## src/rtl/tank_io_pkg.sv

```systemverilog
// Shared constants for the tank controller I/O path: button bit layout,
// debounce default and the MMIO addresses the conditioned buttons appear at.
package tank_io_pkg;

  localparam int NUM_BTN = 8;

  // Bit positions inside every 8-bit button bus (low nibble = controller 1).
  localparam int BTN_C1_UP    = 0;
  localparam int BTN_C1_LEFT  = 1;
  localparam int BTN_C1_RIGHT = 2;
  localparam int BTN_C1_DOWN  = 3;
  localparam int BTN_C2_UP    = 4;
  localparam int BTN_C2_LEFT  = 5;
  localparam int BTN_C2_RIGHT = 6;
  localparam int BTN_C2_DOWN  = 7;

  // 2.5 ms at 100 MHz.
  localparam int DEBOUNCE_CYCLES_DEFAULT = 250000;

  // MMIO words: debounced levels, then sticky pressed flags.
  localparam logic [31:0] MMIO_BTN_LEVEL_ADDR   = 32'hFFFF0000;
  localparam logic [31:0] MMIO_BTN_PRESSED_ADDR = 32'hFFFF0004;

endpackage

```

## src/rtl/jd_input_conditioner_if.sv

```systemverilog
// Bus between the raw Pmod JD pins / MMIO read logic and the conditioner.
// There is no valid/ready handshake on this bus: JD is a free-running
// asynchronous level, clr_pressed is a one-cycle pulse that is honoured in
// the cycle it is high, and all three outputs are registered levels that
// the consumer may sample on any clk edge.
interface jd_input_conditioner_if;
  import tank_io_pkg::*;

  logic [10:1]        JD;
  logic [NUM_BTN-1:0] clr_pressed;
  logic [NUM_BTN-1:0] btn_level;
  logic [NUM_BTN-1:0] btn_press_pulse;
  logic [NUM_BTN-1:0] btn_pressed;

  // Pins / MMIO side.
  modport master (
    output JD,
    output clr_pressed,
    input  btn_level,
    input  btn_press_pulse,
    input  btn_pressed
  );

  // Conditioner side.
  modport slave (
    input  JD,
    input  clr_pressed,
    output btn_level,
    output btn_press_pulse,
    output btn_pressed
  );

endinterface

```

## src/rtl/jd_input_conditioner_btn_debounce.sv

```systemverilog
// One button line: synchroniser chain, hold-time debounce counter, accepted
// (stable) level and a one-cycle pulse on an accepted 0->1 change.
module btn_debounce #(
  parameter int SYNC_STAGES     = 2,
  parameter int DEBOUNCE_CYCLES = 4
) (
  input  logic clk,
  input  logic reset,
  input  logic din,
  output logic level,
  output logic press_pulse
);

  localparam int CNT_W = $clog2(DEBOUNCE_CYCLES);
  localparam logic [CNT_W-1:0] CNT_MAX = CNT_W'(DEBOUNCE_CYCLES - 1);

  logic [SYNC_STAGES-1:0] sync_q;
  logic                   sync;
  logic                   stable_q;
  logic [CNT_W-1:0]       cnt_q;
  logic                   pulse_q;

  // Plain flop chain, nothing between stages, to resolve metastability.
  always_ff @(posedge clk or posedge reset) begin
    if (reset) sync_q <= '0;
    else       sync_q <= {sync_q[SYNC_STAGES-2:0], din};
  end

  assign sync = sync_q[SYNC_STAGES-1];

  // Accept a new value only after it has differed from stable for
  // DEBOUNCE_CYCLES consecutive cycles; any return to stable restarts.
  always_ff @(posedge clk or posedge reset) begin
    if (reset) begin
      stable_q <= 1'b0;
      cnt_q    <= '0;
      pulse_q  <= 1'b0;
    end else begin
      pulse_q <= 1'b0;
      if (sync == stable_q) begin
        cnt_q <= '0;
      end else if (cnt_q == CNT_MAX) begin
        stable_q <= sync;
        cnt_q    <= '0;
        // Accepting a 1 means stable was 0, so this is exactly a rise.
        pulse_q  <= sync;
      end else begin
        cnt_q <= cnt_q + 1'b1;
      end
    end
  end

  assign level       = stable_q;
  assign press_pulse = pulse_q;

endmodule

```

## src/rtl/jd_input_conditioner.sv

```systemverilog
// Conditions both joystick controllers' JD pins into clean, debounced
// button levels, press pulses and sticky pressed flags for MMIO readout.
module jd_input_conditioner
  import tank_io_pkg::*;
#(
  parameter int SYNC_STAGES     = 2,
  parameter int DEBOUNCE_CYCLES = DEBOUNCE_CYCLES_DEFAULT
) (
  input  logic                   clk,
  input  logic                   reset,
  jd_input_conditioner_if.slave  bus
);

  logic [NUM_BTN-1:0] raw;
  logic [NUM_BTN-1:0] level;
  logic [NUM_BTN-1:0] pulse;
  logic [NUM_BTN-1:0] pressed_q;
  logic               unused_pins;

  // Pin map into MMIO bit order; controller 2 down sits on JD[7].
  assign raw[BTN_C1_UP]    = bus.JD[1];
  assign raw[BTN_C1_LEFT]  = bus.JD[2];
  assign raw[BTN_C1_RIGHT] = bus.JD[3];
  assign raw[BTN_C1_DOWN]  = bus.JD[4];
  assign raw[BTN_C2_UP]    = bus.JD[8];
  assign raw[BTN_C2_LEFT]  = bus.JD[9];
  assign raw[BTN_C2_RIGHT] = bus.JD[10];
  assign raw[BTN_C2_DOWN]  = bus.JD[7];

  // JD[5] and JD[6] are not wired to any button.
  assign unused_pins = ^{bus.JD[6], bus.JD[5]};

  for (genvar i = 0; i < NUM_BTN; i++) begin : g_btn
    btn_debounce #(
      .SYNC_STAGES    (SYNC_STAGES),
      .DEBOUNCE_CYCLES(DEBOUNCE_CYCLES)
    ) u_debounce (
      .clk        (clk),
      .reset      (reset),
      .din        (raw[i]),
      .level      (level[i]),
      .press_pulse(pulse[i])
    );
  end

  // Sticky flags: a press sets, a clear pulse clears, set wins a tie so a
  // press landing in the same cycle as a read-clear is never lost.
  always_ff @(posedge clk or posedge reset) begin
    if (reset) pressed_q <= '0;
    else       pressed_q <= pulse | (pressed_q & ~bus.clr_pressed);
  end

  assign bus.btn_level       = level;
  assign bus.btn_press_pulse = pulse;
  assign bus.btn_pressed     = pressed_q;

endmodule

```

## src/flat_wrapper.sv

```systemverilog
// flat-port wrapper written by rule: the top's interface ports become plain ports
module jd_input_conditioner_flat import tank_io_pkg::*;
#(
  parameter int SYNC_STAGES     = 2,
  parameter int DEBOUNCE_CYCLES = DEBOUNCE_CYCLES_DEFAULT
)
  (clk, reset, bus_JD, bus_clr_pressed, bus_btn_level, bus_btn_press_pulse, bus_btn_pressed);
  jd_input_conditioner_if bus_i ();
  input  logic clk;
  input  logic reset;
  input wire logic [$bits(bus_i.JD)-1:0] bus_JD;
  input wire logic [$bits(bus_i.clr_pressed)-1:0] bus_clr_pressed;
  output wire logic [$bits(bus_i.btn_level)-1:0] bus_btn_level;
  output wire logic [$bits(bus_i.btn_press_pulse)-1:0] bus_btn_press_pulse;
  output wire logic [$bits(bus_i.btn_pressed)-1:0] bus_btn_pressed;
  assign bus_i.JD = bus_JD;
  assign bus_i.clr_pressed = bus_clr_pressed;
  assign bus_btn_level = bus_i.btn_level;
  assign bus_btn_press_pulse = bus_i.btn_press_pulse;
  assign bus_btn_pressed = bus_i.btn_pressed;
  jd_input_conditioner #(.SYNC_STAGES(SYNC_STAGES), .DEBOUNCE_CYCLES(DEBOUNCE_CYCLES)) u_core (.clk(clk), .reset(reset), .bus(bus_i));
endmodule
```

## config.mk

```make
export PLATFORM = sky130hd
export DESIGN_NAME = jd_input_conditioner_flat
export DESIGN_NICKNAME = d
export VERILOG_FILES = /design/src/rtl/tank_io_pkg.sv /design/src/rtl/jd_input_conditioner_if.sv /design/src/rtl/jd_input_conditioner_btn_debounce.sv /design/src/rtl/jd_input_conditioner.sv /design/src/flat_wrapper.sv
export SDC_FILE = /design/constraint.sdc
export NUM_CORES = 1
export LEC_CHECK = 0
export ABC_AREA = 1
export CAP_MARGIN = 20
export CORE_ASPECT_RATIO = 1.25
export CORE_MARGIN = 2
export CORE_UTILIZATION = 61
export DETAILED_ROUTE_END_ITERATION = 8
export GPL_TIMING_DRIVEN = 0
export PLACE_DENSITY = 0.83
export SLEW_MARGIN = 20
export SYNTH_ARGS = -nofsm -noshare
export SYNTH_HDL_FRONTEND = slang
export SYNTH_SLANG_ARGS = --single-unit
```

## constraint.sdc

```tcl
create_clock -name clk -period 6.9 [get_ports clk]
set_input_delay 0.69 -clock clk [delete_from_list [all_inputs] [get_ports clk]]
set_output_delay 0.69 -clock clk [all_outputs]
set_load 0.02 [all_outputs]
```

==> results.sh <==
export IMPL_drc=0
export IMPL_antennaDiodeCount=0
export IMPL_core_area_mm2=0.0154
export IMPL_setup_viol=0
export IMPL_synth_commonest_cells="nor2_1, nand2_1, dfrtp_1"
export IMPL_fmax_mhz=435
export IMPL_start_util=0.620
export IMPL_via_count=7506
export IMPL_hold_buffers=0
export IMPL_grt_pass1_vias=7405
export IMPL_clockPowerShare=0.431
export IMPL_overflow=0
export IMPL_post_cts_resized=0
export IMPL_cts_buffers=17
export IMPL_cts_path_max_buffers=2
export IMPL_powerDensity_mw_per_mm2=192
export IMPL_period_minus_slack_ps=2300
export IMPL_dp_cells=1451
export IMPL_synth_top_area_frac=0.481
export IMPL_p_sw_frac=0.238
export IMPL_rsz0062_at_grt="no"
export IMPL_avgSynthCellArea_um2=8.00
export IMPL_synth_edf_count=0
export IMPL_drt_total_wl_mm=17.8
export IMPL_synth_adder_area_share=0.0105
export IMPL_avgRoutedWirePerCell_um=12.0
export IMPL_synth_top_family_by_area="simple AND/OR/NAND/NOR gates"
export IMPL_final_hold_viol_count=0
export IMPL_via_per_inst=5.06
export IMPL_area_growth_pct=13.2
export IMPL_pwr_share_comb=0.036
export IMPL_cts_root_buf="clkbuf_16"
export IMPL_cp_max_fo=4
export IMPL_cp_slowest_cell="clkdlybuf4s50_1"
export IMPL_cp_endpoint="bus_btn_level[4]"
export IMPL_p_sw_w=0.000495
export IMPL_finalWeightedCongestion=0.896
export IMPL_leakage_nw=4.51
export IMPL_fin_cells=1483
export IMPL_p_seq_frac=0.533
export IMPL_synth_cells=1197
export IMPL_yosys_area_share_simple=0.344
export IMPL_endpoint_kind="output port"
export IMPL_synth_area_leaders="dfrtp_1, nor2_1, nand2_1"
export IMPL_clock_sinks=184
export IMPL_clock_skew_ps=8.58
export IMPL_max_vdd_ir_drop_mv=0.161
export IMPL_r2r_end="u_core.g_btn[2].u_debounce.cnt_q[14]"
export IMPL_yosysTopAreaCell="dfrtp_1"
export IMPL_antenna_found_initial=0
export IMPL_final_util=0.702
export IMPL_grt_max_degree=103
export IMPL_finalNetCount=1286
export IMPL_clk_pin_slew_ps=70
export IMPL_post_cts_buffers=0
export IMPL_ys_types=27
export IMPL_num_rows=51
export IMPL_timing_final_crit_share=0.333
export IMPL_die_area_mm2=0.0167
export IMPL_dr_pass1_iters=5
export IMPL_drtAntennaViolNets=0
export IMPL_htree_num_levels=4
export IMPL_intPower_w=0.00159
export IMPL_hp_class="reg -> reg"
export IMPL_cap_viol_max_count=0
export IMPL_synthArstFlopShare=1.00
export IMPL_ys_ff_latch=184
export IMPL_setup_worst_path_start_class="register"
export IMPL_tightest_slew_ps=572
export IMPL_synth_area_mm2=0.00958
export IMPL_grt_pass1_wl_mm=31.3
export IMPL_io_pins=44
export IMPL_synth_seq_area_share=0.481
export IMPL_port_buffers=41
export IMPL_r2r_cells=8
export IMPL_worst_slack_ps=4600
export IMPL_critPathLaunch="u_core.g_btn[4].u_debounce.level"
export IMPL_clock_latency_ps=440
export IMPL_max_slew_margin=0.619
export IMPL_fp_dieH_um=144
export IMPL_synth_compound_area_frac=0.0306
export IMPL_grtUsageTotal=0.232
export IMPL_yosys_warnings=0
export IMPL_timing_rr_start="u_core.g_btn[2].u_debounce.cnt_q[0]"
export IMPL_cpPeakStageDelay_ps=600
export IMPL_finalPower_w=0.00208
export IMPL_hold_slack_ps=348
export IMPL_dpl_worst_slack_ps=4770
export IMPL_outcome="finished, final reports clean"
export IMPL_synth_fp_nets=1225
export IMPL_path_cells="buf_4 > clkdlybuf4s50_1"
export IMPL_required_ps=6210
export IMPL_fill_cells=1201
export IMPL_synthXorXnorAreaFrac=0.0694
export IMPL_ys_flop_type="dfrtp_1"
export IMPL_first_iter_violations=436
export IMPL_synth_mux_area_frac=0
export IMPL_cts_tree="built"
export IMPL_fp_dieW_um=116
export IMPL_arrival_ps=1610
export IMPL_yosysMostFrequentCell="nor2_1"
export IMPL_crit_type="reg -> out"
export IMPL_dpl_hpwl_mm=12.8
export IMPL_reg2reg_slack_ps=5380
export IMPL_finalMaxSlewViolations=0
export IMPL_drive_above_1_share=0.112
-- metal layers --
metal  up-vias  track usage  wire [µm]
li1       3868            -          -
met1      3495        0.282       7790
met2       107        0.406       9120
met3        36       0.0377        439
met4         0        0.105        432
met5         -            0          0
-- cell type report --
cell class / instances / area [µm²] / share of cell area
repair buffers: 42 / 438 / 0.0404
plain buffers: 16 / 120 / 0.0111
clock buffers: 17 / 425 / 0.0393
flip-flops and latches: 184 / 4600 / 0.425
multi-input cells: 863 / 4350 / 0.401
clock inverters: 15 / 124 / 0.0114
inverters: 134 / 510 / 0.0471
well taps: 212 / 265 / 0.0245
-- placed cells by master, fill, tap and decap left out, types with 11 or more instances in the layout --
cell type / synthesis / routed
nor2_4: 13 / 13
nand2_2: 22 / 22
clkdlybuf4s50_1: 0 / 41
buf_4: 16 / 16
nor2_1: 290 / 290
xnor2_1: 12 / 12
clkbuf_16: 0 / 17
inv_1: 123 / 122
inv_2: 11 / 11
nor3_1: 14 / 14
dfrtp_1: 184 / 184
xor2_1: 49 / 49
nand3b_1: 14 / 14
nand4_1: 19 / 19
o21bai_1: 11 / 11
nand3_1: 96 / 96
nand2_1: 219 / 219
a21oi_1: 16 / 16
nor2_2: 31 / 31
o21ai_0: 18 / 18
-- sequential cells by signal, summed over array words and instances, names as in the netlist --
signal / flops
u_core.g_btn.u_debounce.level: 8
u_core.g_btn.u_debounce.press_pulse: 8
u_core.bus.btn_pressed: 8
u_core.g_btn.u_debounce.cnt_q: 144
u_core.g_btn.u_debounce.sync_q: 16
-- worst max-delay path: cells and delay by family, from the launching register on --
kind | cells | cell delay, ps
buffers and inverters | 2 | 740
flip-flops | 1 | 440
-- power groups by stage --
stage | logic [W] | clock network, W | registers, W
3_5_place_dp | 0.0000778 | 0 | 0.00113
5_1_grt | 0.0000892 | 0.000956 | 0.00111
2_1_floorplan | 0.0000510 | 0 | 0.00113
3_3_place_gp | 0.0000734 | 0 | 0.00113
6_report | 0.0000754 | 0.000897 | 0.00111
4_1_cts | 0.0000779 | 0.000917 | 0.00111
-- cell families (layout without fill, tap and decap cells) --
group                      after synthesis  in the layout
adders and majority gates                8              8
AOI/OAI and AO/OA                       53             53
buffers and inverters                  150            224
xor gates and xnor gates                69             69
DFF                                    184            184
and+or+nand+nor                        733            733
-- through the flow --
| step | TNS (ps) | area (µm²) |
|---|---|---|
| after floorplan | 0 | 9580 |
| after global placement | -201760 | 10300 |
| after detailed placement | 0 | 10300 |
| after CTS | 0 | 10800 |
| after global routing | 0 | 10800 |
| final | 0 | 10800 |
-- worst min path at each step --
| stage | start | endpoint | slack (ps) | cells past startpoint |
|---|---|---|---|---|
| floorplan | u_core.g_btn[0].u_debounce.sync_q[0] | u_core.g_btn[0].u_debounce.sync_q[1] | 330 | 0 |
| global placement | u_core.g_btn[7].u_debounce.sync_q[0] | u_core.g_btn[7].u_debounce.sync_q[1] | 330 | 0 |
| detailed placement | u_core.g_btn[0].u_debounce.sync_q[0] | u_core.g_btn[0].u_debounce.sync_q[1] | 340 | 0 |
| CTS | u_core.g_btn[0].u_debounce.sync_q[0] | u_core.g_btn[0].u_debounce.sync_q[1] | 350 | 0 |
| global route | u_core.g_btn[0].u_debounce.sync_q[0] | u_core.g_btn[0].u_debounce.sync_q[1] | 370 | 0 |
| finish | u_core.g_btn[0].u_debounce.sync_q[0] | u_core.g_btn[0].u_debounce.sync_q[1] | 350 | 0 |
No activity file was read; power rests on OpenSTA's default activity.
